## config.mk

```make
export PLATFORM = sky130hd
export DESIGN_NAME = mem_stage_ctrl
export DESIGN_NICKNAME = d
export VERILOG_FILES = /design/src/rtl/mem_stage_ctrl.sv
export SDC_FILE = /design/constraint.sdc
export NUM_CORES = 1
export LEC_CHECK = 0
export BUFFER_PORTS_ARGS = -buffer_cell sky130_fd_sc_hd__buf_2
export CAP_MARGIN = 10
export CORE_UTILIZATION = 30
export CTS_CLUSTER_DIAMETER = 80
export DETAILED_ROUTE_END_ITERATION = 16
export REMOVE_ABC_BUFFERS = 1
export SLEW_MARGIN = 5
export SYNTH_ARGS = -nofsm -noshare
export SYNTH_HDL_FRONTEND = slang
export SYNTH_SLANG_ARGS = --single-unit
```

## constraint.sdc

```tcl
create_clock -name clk -period 1.7 [get_ports clk]
set_input_delay 0.34 -clock clk [delete_from_list [all_inputs] [get_ports clk]]
set_output_delay 0.34 -clock clk [all_outputs]
set_load 0.1 [all_outputs]
```

## src/rtl/mem_stage_ctrl.sv

```systemverilog
// MEM-stage data-memory controller: one req/resp access per EX/MEM instruction, aligned load formatting.
// Optional build macro MEM_MISALIGN_TRAP_EN turns misaligned halfword/word accesses into a flagged no-op.
module mem_stage_ctrl (
    input  logic        clk,
    input  logic        rst_n,
    input  logic        ex_valid,
    input  logic        ex_mem_read,
    input  logic        ex_mem_write,
    input  logic [2:0]  ex_funct3,
    input  logic [31:0] ex_alu_data,
    input  logic [31:0] ex_rs2_data,
    input  logic        flush,
    input  logic        dmem_resp,
    input  logic [31:0] dmem_rdata,
    output logic        dmem_read,
    output logic        dmem_write,
    output logic [31:0] dmem_addr,
    output logic [3:0]  dmem_byte_enable,
    output logic [31:0] dmem_wdata,
    output logic        stall,
    output logic        mem_done,
`ifdef MEM_MISALIGN_TRAP_EN
    output logic        misalign_err,
`endif
    output logic [31:0] wb_data,
    output logic        wb_valid
);

    typedef enum logic [1:0] {
        S_IDLE   = 2'd0,
        S_ACCESS = 2'd1,
        S_DONE   = 2'd2
    } state_t;

    state_t      state_reg;
    logic [31:0] addr_reg;
    logic [2:0]  funct3_reg;
    logic [31:0] rs2_reg;
    logic        write_reg;
    logic        squash_reg;
    logic        trap_reg;
    logic        req_read_reg;
    logic        req_write_reg;
    logic        done_reg;
    logic [31:0] wb_data_reg;

    logic        take_op;
    logic        trap_next;
    logic [1:0]  off;
    logic        st_byte;
    logic        st_half;
    logic        ld_byte;
    logic        ld_half;
    logic        ld_signed;
    logic [15:0] rdata_shift;
    logic [31:0] load_fmt;
    logic [3:0]  be_lanes;
    logic [31:0] wdata_lanes;

    assign take_op = ex_valid & (ex_mem_read | ex_mem_write) & ~flush;

`ifdef MEM_MISALIGN_TRAP_EN
    logic in_byte;
    logic in_half;

    // Store and load funct3 decode differ: a store with funct3=100 is a word, a load is LBU.
    assign in_byte   = ex_mem_write ? (ex_funct3 == 3'b000) : (ex_funct3[1:0] == 2'b00);
    assign in_half   = ex_mem_write ? (ex_funct3 == 3'b001) : (ex_funct3[1:0] == 2'b01);
    assign trap_next = in_half ? ex_alu_data[0]
                               : (~in_byte & (ex_alu_data[1:0] != 2'b00));
    assign misalign_err = done_reg & trap_reg;
`else
    assign trap_next = 1'b0;
`endif

    assign off       = addr_reg[1:0];
    assign st_byte   = (funct3_reg == 3'b000);
    assign st_half   = (funct3_reg == 3'b001);
    assign ld_byte   = (funct3_reg[1:0] == 2'b00);
    assign ld_half   = (funct3_reg[1:0] == 2'b01);
    assign ld_signed = ~funct3_reg[2];

    // Per-lane store data replication and byte enables; a halfword at offset 3 keeps only lane 3.
    genvar gi;
    generate
        for (gi = 0; gi < 4; gi++) begin : g_lane
            assign wdata_lanes[8*gi +: 8] = st_byte ? rs2_reg[7:0] :
                                            st_half ? rs2_reg[8*(gi%2) +: 8] :
                                                      rs2_reg[8*gi +: 8];
            assign be_lanes[gi] = st_byte ? (off == 2'(gi)) :
                                  st_half ? ((off == 2'(gi)) | (({1'b0, off} + 3'd1) == 3'(gi))) :
                                            1'b1;
        end
    endgenerate

    // Shifting right pulls zeros into lanes past byte 3 before extension.
    assign rdata_shift = 16'(dmem_rdata >> {off, 3'b000});

    always_comb begin
        load_fmt = dmem_rdata;
        if (ld_byte) begin
            load_fmt = {{24{ld_signed & rdata_shift[7]}}, rdata_shift[7:0]};
        end else if (ld_half) begin
            load_fmt = {{16{ld_signed & rdata_shift[15]}}, rdata_shift[15:0]};
        end
    end

    always_comb begin
        stall = 1'b0;
        case (state_reg)
            S_IDLE:   stall = take_op;
            S_ACCESS: stall = 1'b1;
            default:  stall = 1'b0;
        endcase
    end

    assign dmem_read        = req_read_reg;
    assign dmem_write       = req_write_reg;
    assign dmem_addr        = {addr_reg[31:2], 2'b00};
    assign dmem_byte_enable = write_reg ? be_lanes : 4'b0000;
    assign dmem_wdata       = wdata_lanes;
    assign mem_done         = done_reg;
    assign wb_data          = wb_data_reg;
    // A flush arriving in the retire cycle still kills the writeback.
    assign wb_valid         = done_reg & ~write_reg & ~squash_reg & ~trap_reg & ~flush;

    always_ff @(posedge clk or negedge rst_n) begin
        if (!rst_n) begin
            state_reg     <= S_IDLE;
            addr_reg      <= '0;
            funct3_reg    <= '0;
            rs2_reg       <= '0;
            write_reg     <= 1'b0;
            squash_reg    <= 1'b0;
            trap_reg      <= 1'b0;
            req_read_reg  <= 1'b0;
            req_write_reg <= 1'b0;
            done_reg      <= 1'b0;
            wb_data_reg   <= '0;
        end else begin
            case (state_reg)
                S_IDLE: begin
                    if (take_op) begin
                        addr_reg   <= ex_alu_data;
                        funct3_reg <= ex_funct3;
                        rs2_reg    <= ex_rs2_data;
                        write_reg  <= ex_mem_write;
                        squash_reg <= 1'b0;
                        trap_reg   <= trap_next;
                        if (trap_next) begin
                            wb_data_reg <= '0;
                            done_reg    <= 1'b1;
                            state_reg   <= S_DONE;
                        end else begin
                            req_read_reg  <= ~ex_mem_write;
                            req_write_reg <= ex_mem_write;
                            state_reg     <= S_ACCESS;
                        end
                    end
                end
                S_ACCESS: begin
                    // Memory has already committed, so a flush only marks the result dead.
                    if (flush) begin
                        squash_reg <= 1'b1;
                    end
                    if (dmem_resp) begin
                        wb_data_reg   <= write_reg ? 32'd0 : load_fmt;
                        req_read_reg  <= 1'b0;
                        req_write_reg <= 1'b0;
                        done_reg      <= 1'b1;
                        state_reg     <= S_DONE;
                    end
                end
                S_DONE: begin
                    done_reg  <= 1'b0;
                    state_reg <= S_IDLE;
                end
                default: begin
                    req_read_reg  <= 1'b0;
                    req_write_reg <= 1'b0;
                    done_reg      <= 1'b0;
                    state_reg     <= S_IDLE;
                end
            endcase
        end
    end

endmodule

```

==> impl_metrics.env <==
export IMPL_status="finished, violations left"
export IMPL_violations="negative setup slack"
export IMPL_arrival_ns=1.70
export IMPL_drv_cap=0
export IMPL_drtIter0Drc=153
export IMPL_synth_seq_cells=106
export IMPL_grt_max_degree=107
export IMPL_wl_per_cell_um=18.70
export IMPL_cts_tree="done"
export IMPL_maxSlewHeadroom_pct=59.97
export IMPL_setup_viol=122
export IMPL_nets=778
export IMPL_rows=48
export IMPL_wl_um=16780
export IMPL_setup_ws_ns=-0.3391
export IMPL_cts_root_buf="clkbuf_16"
export IMPL_clkTransAtPathRegs_ns=0.08
export IMPL_hold_violations=0
export IMPL_n_antenna_cell=0
export IMPL_path_cells="nor3_4, buf_12, mux2_4, buf_12"
export IMPL_critPathRequiredTime_ns=1.36
export IMPL_finalCritPeriodShare_pct=119.9
export IMPL_fin_crit_ns=2.039
export IMPL_end_kind="output port"
export IMPL_drc=0
export IMPL_numClockSinks=106
export IMPL_numPortBuffers=208
export IMPL_synthArstFlopShare_pct=100.0
export IMPL_crit_top_cell="buf_12"
export IMPL_instances_no_fill=897
export IMPL_grt_use_total_pct=18.27
export IMPL_syn_avg_cell_area_um2=11.97
export IMPL_initial_core_util_pct=30.99
export IMPL_ys_flop_type="dfrtp_1"
export IMPL_grt_pass1_wl_um=25750
export IMPL_critPathSlowestCell="dfrtp_2"
export IMPL_nFillCells=1578
export IMPL_htreeDepth=3
export IMPL_vias=4452
export IMPL_numPlacedInstances=855
export IMPL_viasPerCell=4.963
export IMPL_place_area_mm2=0.006935
export IMPL_synthCells=451
export IMPL_placeableCoreArea_mm2=0.01742
export IMPL_final_max_slew_viol_count=0
export IMPL_cts_hold_buf=0
export IMPL_cts_path_max_buffers=2
export IMPL_die_y_um=136.1
export IMPL_grt_pass1_vias=4688
export IMPL_yosysTopAreaCell="dfrtp_1"
export IMPL_yosys_top_cells_area="dfrtp_1, mux2_2, buf_4, mux2_1, a221o_1"
export IMPL_ant_nets=0
export IMPL_drtPass1Iterations=4
export IMPL_synth_area_mm2=0.005398
export IMPL_antenna_found_initial=1
export IMPL_die_w_um=136.1
export IMPL_synth_top_area_share_pct=49.14
export IMPL_ios=211
export IMPL_tns_ns=-26.98
export IMPL_skew_ns=0.006311
export IMPL_worstSkewPairLatency_ns=0.35
export IMPL_slowest_delay_ns=0.45
export IMPL_worst_pin_slew_ns=0.6005
export IMPL_cp_max_fo=9
export IMPL_grt_ovfl_total=0
export IMPL_setup_worst_path_class="reg2out"
export IMPL_startpoint_type="flip-flop"
export IMPL_yosysSeqAreaShare_pct=49.14
export IMPL_rsz0062_at_grt="yes"
export IMPL_place_hpwl_um=10810
export IMPL_stdcell_area_mm2=0.008252
export IMPL_ys_types=50
export IMPL_synth_edf_count=0
export IMPL_drive_gt1_share_pct=62.80
export IMPL_syn_to_final_growth_pct=52.87
export IMPL_clock_fmax_mhz=490.4
export IMPL_cts_buffers=9
export IMPL_globalplace_congestion=0.8418
export IMPL_yosys_warnings=0
export IMPL_worstHoldPathType="in2async"
export IMPL_dp_slack_ns=-0.2588
export IMPL_die_area_mm2=0.01853
[synthesized netlist by cell type (all sizes together), types with 2 or more instances]
library cell / n
dfrtp: 106
mux2i: 18
o41ai: 7
o21ai: 4
o221ai: 3
o211ai: 4
o22ai: 3
nand3b: 3
a22oi: 4
buf: 55
clkbuf: 13
nand2b: 10
nor2: 26
nand2: 22
ha: 5
and3: 2
nand4: 2
inv: 4
a21boi: 4
a21oi: 20
nor2b: 3
a221o: 20
a2bb2oi: 5
nand3: 4
mux2: 85
[worst max-delay path, delay by kind of cell (launching register included)]
kind	cells	cell delay, ns
buffers and inverters	2	0.35
muxes	1	0.33
and+or+nand+nor	1	0.21
DFF	1	0.45
[final cells by class]
class | instances | area (µm²) | area share, %
clock buffers | 10 | 239.0 | 2.896
clock inverters | 6 | 55.05 | 0.6672
inverters | 5 | 23.77 | 0.2881
multi-input cells | 274 | 2798 | 33.90
flip-flops and latches | 106 | 2658 | 32.21
well taps | 225 | 281.5 | 3.412
repair buffers | 271 | 2197 | 26.63
[cells in the final DEF (no fill, tap or decap), types with 18 or more instances in the layout]
cell type and count:
buf_12 36, nand2_1 22, buf_2 176, buf_4 36
a221o_1 20, mux2_4 76, buf_6 18, nor2_1 24
dfrtp_1 102, mux2i_1 18
[logic make-up (layout without fill, tap and decap cells)]
kind of cell	Yosys count	after routing	share of synthesized area (%)
flops	106	106	49.14
mux	104	104	21.49
simple gates	81	81	7.719
compound gates	81	82	11.57
buf+inv	73	292	8.855
other cells	1	2	0.06947
fa+ha+maj	5	5	1.159
[worst paths after layout]
check	startpoint	end	slack (ns)	cells after the start
max	funct3_reg[1]	dmem_wdata[12]	-0.34	4
min	rst_n	wb_data[2]	0.03	2
max reg2reg	addr_reg[0]	wb_data[31]	-0.28	5
min in group clk	ex_rs2_data[16]	rs2_reg[16]	0.22	2
max in group asynchronous	rst_n	rs2_reg[11]	1.19	2
min reg2reg	wb_data[0]	wb_data[0]	0.49	2
[metal layers]
layer / track usage [%] / share of wire [%] / vias to the layer above
li1: - / - / 2034
met1: 22.15 / 42 / 2214
met2: 31.39 / 49 / 188
met3: 5.108 / 7.4 / 14
met4: 5.185 / 1.1 / 2
met5: 0 / 0.10 / -
[through the flow]
| stage | hold slack, ns | utilization, % |
|---|---|---|
| finish | 0.03163 | 47.38 |
| global route | 0.08276 | 47.38 |
| floorplan | 0.04441 | - |
| global placement | 0.4527 | 39.82 |
| CTS | 0.07745 | 46.70 |
| detailed placement | 0.4607 | 39.82 |
[timing repair]
action	CTS	global route
gates cloned	8	1
pin swaps	13	7
buffers inserted	15	8
resized for setup	150	34
setup endpoints to repair	119	129
Power is not shown: default switching activity piles up to over one toggle a cycle in this logic, so the estimate is an artifact.
